--- config.mk ---
export PLATFORM = sky130hd
export DESIGN_NAME = axi4_rd_arbiter
export DESIGN_NICKNAME = d
export VERILOG_FILES = /design/src/rtl/axi4_rd_arbiter.sv
export SDC_FILE = /design/constraint.sdc
export NUM_CORES = 1
export LEC_CHECK = 0
export ABC_AREA = 1
export ABC_CLOCK_PERIOD_IN_PS = 2000
export BUFFER_PORTS_ARGS = -buffer_cell sky130_fd_sc_hd__buf_2
export CORE_AREA = 2 2 147 149
export CTS_CLUSTER_DIAMETER = 80
export CTS_CLUSTER_SIZE = 10
export DETAILED_ROUTE_END_ITERATION = 6
export DIE_AREA = 0 0 149 151
export GPL_TIMING_DRIVEN = 0
export PLACE_DENSITY = 0.43
export SETUP_SLACK_MARGIN = 0.3
export SYNTH_ARGS = -nofsm -noshare
export SYNTH_HDL_FRONTEND = slang
export SYNTH_SLANG_ARGS = --single-unit
--- constraint.sdc ---
create_clock -name clock -period 2 [get_ports clock]
set_clock_uncertainty 0.15 [all_clocks]
set_input_delay 0.5 -clock clock [delete_from_list [all_inputs] [get_ports clock]]
set_output_delay 0.5 -clock clock [all_outputs]
set_load 0.005 [all_outputs]
--- src/rtl/axi4_rd_arbiter.sv ---
// Two-master AXI4 read-channel arbiter: shares one slave port between m0 and m1,
// keeps a single burst outstanding and routes R beats to the burst owner.
module axi4_rd_arbiter #(
    parameter bit FIXED_PRIO = 1'b0
) (
    input  logic        clock,
    input  logic        rst_n,

    input  logic        m0_arvalid,
    output logic        m0_arready,
    input  logic [31:0] m0_araddr,
    input  logic [3:0]  m0_arid,
    input  logic [7:0]  m0_arlen,
    input  logic [2:0]  m0_arsize,
    input  logic [1:0]  m0_arburst,
    output logic        m0_rvalid,
    input  logic        m0_rready,
    output logic [63:0] m0_rdata,
    output logic [1:0]  m0_rresp,
    output logic [3:0]  m0_rid,
    output logic        m0_rlast,

    input  logic        m1_arvalid,
    output logic        m1_arready,
    input  logic [31:0] m1_araddr,
    input  logic [3:0]  m1_arid,
    input  logic [7:0]  m1_arlen,
    input  logic [2:0]  m1_arsize,
    input  logic [1:0]  m1_arburst,
    output logic        m1_rvalid,
    input  logic        m1_rready,
    output logic [63:0] m1_rdata,
    output logic [1:0]  m1_rresp,
    output logic [3:0]  m1_rid,
    output logic        m1_rlast,

    output logic        io_slave_arvalid,
    input  logic        io_slave_arready,
    output logic [31:0] io_slave_araddr,
    output logic [3:0]  io_slave_arid,
    output logic [7:0]  io_slave_arlen,
    output logic [2:0]  io_slave_arsize,
    output logic [1:0]  io_slave_arburst,
    input  logic        io_slave_rvalid,
    output logic        io_slave_rready,
    input  logic [63:0] io_slave_rdata,
    input  logic [1:0]  io_slave_rresp,
    input  logic        io_slave_rlast,
    input  logic [3:0]  io_slave_rid,

    output logic [1:0]  grant,
    output logic        proto_err
);

    typedef enum logic [1:0] {IDLE, ADDR, DATA} state_t;

    state_t      state;
    logic        owner;       // 0 = m0, 1 = m1
    logic        last_owner;
    logic [7:0]  len_q;
    logic [8:0]  beat_cnt;

    logic        winner;
    logic        sel_arvalid;
    logic        sel_rready;
    logic        in_addr;
    logic        in_data;
    logic        ar_hs;
    logic        r_hs;
    logic        cnt_done;
    logic        burst_end;
    logic        fwd_last;

    // Ties go to m0 under fixed priority, otherwise to whoever did not own the last burst.
    always_comb begin
        winner = 1'b0;
        if (m0_arvalid && m1_arvalid)
            winner = FIXED_PRIO ? 1'b0 : ~last_owner;
        else
            winner = ~m0_arvalid;
    end

    assign in_addr     = (state == ADDR);
    assign in_data     = (state == DATA);
    assign sel_arvalid = owner ? m1_arvalid : m0_arvalid;
    assign sel_rready  = owner ? m1_rready  : m0_rready;

    assign io_slave_arvalid = in_addr && sel_arvalid;
    assign io_slave_araddr  = owner ? m1_araddr  : m0_araddr;
    assign io_slave_arid    = owner ? m1_arid    : m0_arid;
    assign io_slave_arlen   = owner ? m1_arlen   : m0_arlen;
    assign io_slave_arsize  = owner ? m1_arsize  : m0_arsize;
    assign io_slave_arburst = owner ? m1_arburst : m0_arburst;
    assign io_slave_rready  = in_data && sel_rready;

    assign m0_arready = in_addr && !owner && io_slave_arready;
    assign m1_arready = in_addr &&  owner && io_slave_arready;

    assign ar_hs     = io_slave_arvalid && io_slave_arready;
    assign r_hs      = io_slave_rvalid && io_slave_rready;
    assign cnt_done  = (beat_cnt == {1'b0, len_q});
    assign burst_end = r_hs && (io_slave_rlast || cnt_done);
    // The counted final beat is always flagged last, even if the slave forgot rlast.
    assign fwd_last  = io_slave_rlast || cnt_done;

    assign m0_rvalid = in_data && !owner && io_slave_rvalid;
    assign m1_rvalid = in_data &&  owner && io_slave_rvalid;
    assign m0_rdata  = io_slave_rdata;
    assign m1_rdata  = io_slave_rdata;
    assign m0_rresp  = io_slave_rresp;
    assign m1_rresp  = io_slave_rresp;
    assign m0_rid    = io_slave_rid;
    assign m1_rid    = io_slave_rid;
    assign m0_rlast  = m0_rvalid && fwd_last;
    assign m1_rlast  = m1_rvalid && fwd_last;

    always_ff @(posedge clock or negedge rst_n) begin
        if (!rst_n) begin
            state      <= IDLE;
            owner      <= 1'b0;
            last_owner <= 1'b1;
            len_q      <= 8'd0;
            beat_cnt   <= 9'd0;
            grant      <= 2'b00;
            proto_err  <= 1'b0;
        end else begin
            case (state)
                IDLE: begin
                    if (m0_arvalid || m1_arvalid) begin
                        owner <= winner;
                        grant <= winner ? 2'b10 : 2'b01;
                        state <= ADDR;
                    end
                end
                ADDR: begin
                    if (ar_hs) begin
                        len_q    <= io_slave_arlen;
                        beat_cnt <= 9'd0;
                        state    <= DATA;
                    end
                end
                DATA: begin
                    if (r_hs)
                        beat_cnt <= beat_cnt + 9'd1;
                    if (burst_end) begin
                        last_owner <= owner;
                        grant      <= 2'b00;
                        state      <= IDLE;
                        if (io_slave_rlast != cnt_done)
                            proto_err <= 1'b1;
                    end
                end
                default: begin
                    grant <= 2'b00;
                    state <= IDLE;
                end
            endcase
        end
    end

endmodule

# [Word level (Yosys, flattened, before mapping)]
# Index checks and enable logic that the tools add are counted.
[op_classes] n_addsub=1 n_eq_ne=8 muxes=18 bitwise_logic=3 n_reduce_logical=28
[op_table] cell="32-bit two-way mux" n=1
[op_table] cell="9-bit two-way mux" n=2
[op_table] cell="9-bit case mux with 2 select lines" n=1
[op_table] cell="1-bit logical AND" n=16
[op_table] cell="2-bit two-way mux" n=6
[op_table] cell="2-bit case mux with 3 select lines" n=2
[op_table] cell="3-bit AND reduction" n=4
[op_table] cell="9-bit by 1-bit adder with 9-bit output, second input constant" n=1
[op_table] cell="9-bit by 8-bit equality test with 1-bit output" n=1
[op_table] cell="8-bit two-way mux" n=1
[op_table] cell="2-bit by 1-bit != test with 1-bit output, second input constant" n=3
[op_table] cell="2-bit AND reduction" n=3
[op_table] cell="4-bit two-way mux" n=1
[op_table] cell="1-bit two-way mux" n=3
[op_table] cell="3-bit two-way mux" n=1
[op_table] cell="1-bit inverter" n=3
[op_table] cell="2-bit by 1-bit equality test with 1-bit output, second input constant" n=1
[op_table] cell="2-bit equality test, second input constant" n=1
[op_table] cell="2-bit zero test" n=1
[op_table] cell="1-bit logical OR" n=2
[op_table] cell="2-bit != test, second input constant" n=1
[op_table] cell="2-bit nonzero test" n=1
[op_table] cell="1-bit zero test" n=1
[op_table] cell="1-bit != test" n=1
[word_totals] reg_bits=24 inputBits=177 output_inout_bits=200 elab_cells=65

# [Longest topological paths before layout]
[logic_depth] depth_word=6 depth_mapped=12 depth_no_buf=12

# [Worst setup path before layout]
# Ideal clock, no wire load.
[synth_timing] path_type="register -> output" startpoint="reg beat_cnt[6]" endpoint="out m1_rlast" arrival_ns=1.458 slack_ns=-0.108 stages_incl_launch_ff=7 n_path_buf=1 path_cell_list="dfrtp_1 clkbuf_1 xor2_1 nor3_1 nand3_1 ha_1 nor4_1"
[synth_via] elab_chain_len=3
[synth_lines] element="start: declaration" line_no="61" source="logic [8:0] beat_cnt;"
[synth_lines] element="start signal: assignment" line_no="144" source="beat_cnt <= beat_cnt + 9'd1;"
[synth_lines] element="9-bit by 8-bit equality test with 1-bit output" line_no="101" source="assign cnt_done = (beat_cnt == {1'b0, len_q});"
[synth_lines] element="1-bit logical OR" line_no="104" source="assign fwd_last = io_slave_rlast || cnt_done;"
[synth_lines] element="1-bit logical AND" line_no="115" source="assign m1_rlast = m1_rvalid && fwd_last;"
[synth_lines] element="end: declaration" line_no="35" source="output logic m1_rlast,"
# No other way between the ends.

# [Final worst setup path]
[layout_timing] startpoint="reg beat_cnt[6]" endpoint="out m0_rlast"
[layout_via] elab_chain_len=3
[layout_lines] element="9-bit by 8-bit equality test with 1-bit output" line_no="101"
[layout_lines] element="1-bit logical OR" line_no="104"
[layout_lines] element="1-bit logical AND" line_no="114" source="assign m0_rlast = m0_rvalid && fwd_last;"
[layout_lines] element="end: declaration" line_no="21" source="output logic m0_rlast,"
# No other way between the ends.

==> impl_metrics.ini <==
[run_status]
outcome = finished, violations left
violations = negative setup slack

[global_routing]
grt_usage = 0.1189
antenna_found_initial = 0
first_global_vias = 3688
grt_first_pass_wirelength_um = 20560
grt-ovfl-total = 0
grt_max_degree = 25

[routing]
ant_nets = 0
wl_um = 15270
post_drt_via_cell_ratio = 3.577
drt_iter0_drc = 91
route.detailed.drc = 0
drt_first_pass_iters = 4
wire_per_inst_um = 13.61
num_vias = 4013

[critical_path]
critPathCaptureType = output port
start_kind = flop
path_class = reg -> out
arrival_ns = 1.67
cp.required_ns = 1.35
path_max_fanout = 3

[timing]
timing.fmax_mhz = 431.3
worst_slew_pin_slew_ns = 0.5744
finalSetupTns_ns = -2.436
maxSlewViolCount = 0
hold_viol_final = 0
rsz0062_at_grt = yes
period_needed_ns = 2.319
slew_headroom = 0.6171
fin_ws_ns = -0.3187
setup_viol = 43
finalCritPeriodShare = 1.159

[clock_tree]
cts_root_buffer = clkbuf_16
clkTransAtPathRegs_ns = 0.06
htree_levels = 1
cts_tree = done
clockBufferDepth = 2
cts_inserted_buffers = 3
cts_sinks = 24
clock_latency_ns = 0.26
holdBufCountCts = 0

[die]
dieArea_mm2 = 0.02250
start_util = 0.1446
fp.dieW_um = 149
io_pins = 377
die_h_um = 151
rows = 53
core_mm2 = 0.02082

[job]
cap_violations = 0

[synthesis]
synthCells = 478
synth.avg_cell_area_um2 = 6.300
syn_nets = 657
seq_area_frac_synth = 0.1998
ys_warn_count = 0
ys_types = 29
syn_area_mm2 = 0.003012
ys_ff_latch = 24

[power]
p_sw_w = 0.002865
p_leak_nw = 3.961
p_total_w = 0.006973
power_density_mw_per_mm2 = 1038
p_int_w = 0.004109
ir_drop_v = 0.0004389
swShare = 0.4108
share_seq_of_total_power = 0.112
clkPwrFrac = 0.084
power_frac_comb = 0.804

[place]
dpl.hpwl_um = 11940
globalplace.congestion = 0.7499
io_buffer_count = 306
dp_cells = 1059

[layout]
nets = 1027
diodes = 0
n_fill_cell = 2266
drive_gt1_frac = 0.7957
area_growth_pct = 123.1
final_cell_count_no_fill = 1122

[hold_path]
hold_path.class = in -> async
-- per-layer routing --
layer	routed length (um)	vias to the layer above	GRT usage
met4	31	0	0.007143
met5	0	-	0
met2	8480	158	0.2260
met3	793	4	0.01627
li1	-	2062	-
met1	5960	1789	0.1487
-- registers in the layout (all words and copies together) (netlist names) --
register and flops:
last_owner 1, len_q 8, owner 1, proto_err 1
grant 2, beat_cnt 9, state 2
-- cell usage in the layout, fill, tap and decap left out, types with 10 or more instances in the layout --
| cell | Yosys | routed |
|---|---|---|
| nand3_1 | 12 | 12 |
| buf_2 | 4 | 283 |
| nor2_1 | 10 | 10 |
| buf_4 | 140 | 168 |
| clkbuf_16 | 0 | 11 |
| nand2_4 | 1 | 52 |
| nand2_2 | 0 | 64 |
| buf_6 | 2 | 39 |
| dfrtp_1 | 23 | 22 |
| nand2_1 | 201 | 85 |
| inv_1 | 25 | 21 |
-- stage by stage --
step                  util  hold slack, ns  instance area, um^2  setup slack (ns)
floorplan                -         0.05441                 3043            0.1503
global placement    0.2362          0.3116                 4918           -0.4038
detailed placement  0.2362          0.3131                 4918           -0.3961
CTS                 0.2898          0.1049                 6035           -0.3747
global route        0.3227          0.1272                 6720           -0.4879
finish              0.3227         0.08283                 6720           -0.3187
-- final cells by class --
type | instances | area (um^2) | area share
clock inverters | 1 | 30.03 | 0.004468
plain buffers | 154 | 1311 | 0.1951
multi-input cells | 269 | 1839 | 0.2737
clock buffers | 3 | 75.07 | 0.01117
well taps | 275 | 344.1 | 0.05120
repair buffers | 365 | 2391 | 0.3558
inverters | 31 | 126.4 | 0.01880
flip-flops and latches | 24 | 603.1 | 0.08974
-- cells in the mapped netlist (all sizes together) --
cell,n,area [um^2]
nand2,202,765.7
buf,146,1094
inv,30,115.1
dfrtp,23,575.6
o21ai,16,83.83
nand3,13,77.58
nor2,12,55.06
clkbuf,8,30.03
nor3,7,35.03
xor2,5,43.79
nand4,4,25.02
o22ai,3,18.77
ha,2,25.02
nor4,2,12.51
clkinv,1,5.000
dfstp,1,26.28
nor3b,1,7.510
o21bai,1,7.510
xnor2,1,8.760
-- worst max-delay path, stage by stage (launching register included) --
cell,delay (ns)
dfrtp_1,0.37
clkbuf_8,0.14
xor2_2,0.14
nor3_2,0.13
nand3_1,0.14
ha_2,0.22
nor4_2,0.13
buf_2,0.15
-- power groups by stage --
stage               clock network [W]  registers, W  logic (W)
floorplan                           0      0.000748    0.00149
global placement                    0      0.000775    0.00280
detailed placement                  0      0.000772    0.00278
CTS                          0.000597      0.000766    0.00464
global route                 0.000615      0.000795    0.00608
finish                       0.000586      0.000779    0.00561
-- worst paths after layout --
kind	from	end	slack, ns	depth (start not counted)
worst max-delay path	beat_cnt[6]$_DFFE_PN0P_	m0_rlast	-0.32	7
worst min-delay path	rst_n	beat_cnt[8]$_DFFE_PN0P_	0.08	1
worst max register to register	beat_cnt[6]$_DFFE_PN0P_	grant[1]$_DFFE_PN0P_	0.10	11
worst min register to register	proto_err$_DFFE_PN0P_	proto_err$_DFFE_PN0P_	0.32	1
max in group asynchronous	rst_n	beat_cnt[4]$_DFFE_PN0P_	1.21	1
min in group clock	proto_err$_DFFE_PN0P_	proto_err$_DFFE_PN0P_	0.32	1
-- cell families (layout without fill, tap and decap cells) --
logic type,count (synthesis),in the layout,synth area share
AND/OR/NAND/NOR,241,241,0.3249
AO/OA/AOI/OAI,20,20,0.03656
buffers and inverters,185,554,0.4130
adder cells (fa/ha/maj),2,2,0.008308
XOR/XNOR,6,6,0.01745
flip-flops,24,24,0.1998
-- what timing repair did --
action	CTS	global route
resized for setup	155	131
pin swaps	27	42
cloned	6	3
hold endpoints to repair	0	0
buffers inserted	35	15
setup endpoints to repair	67	80
(Power assumes the default switching activity.)
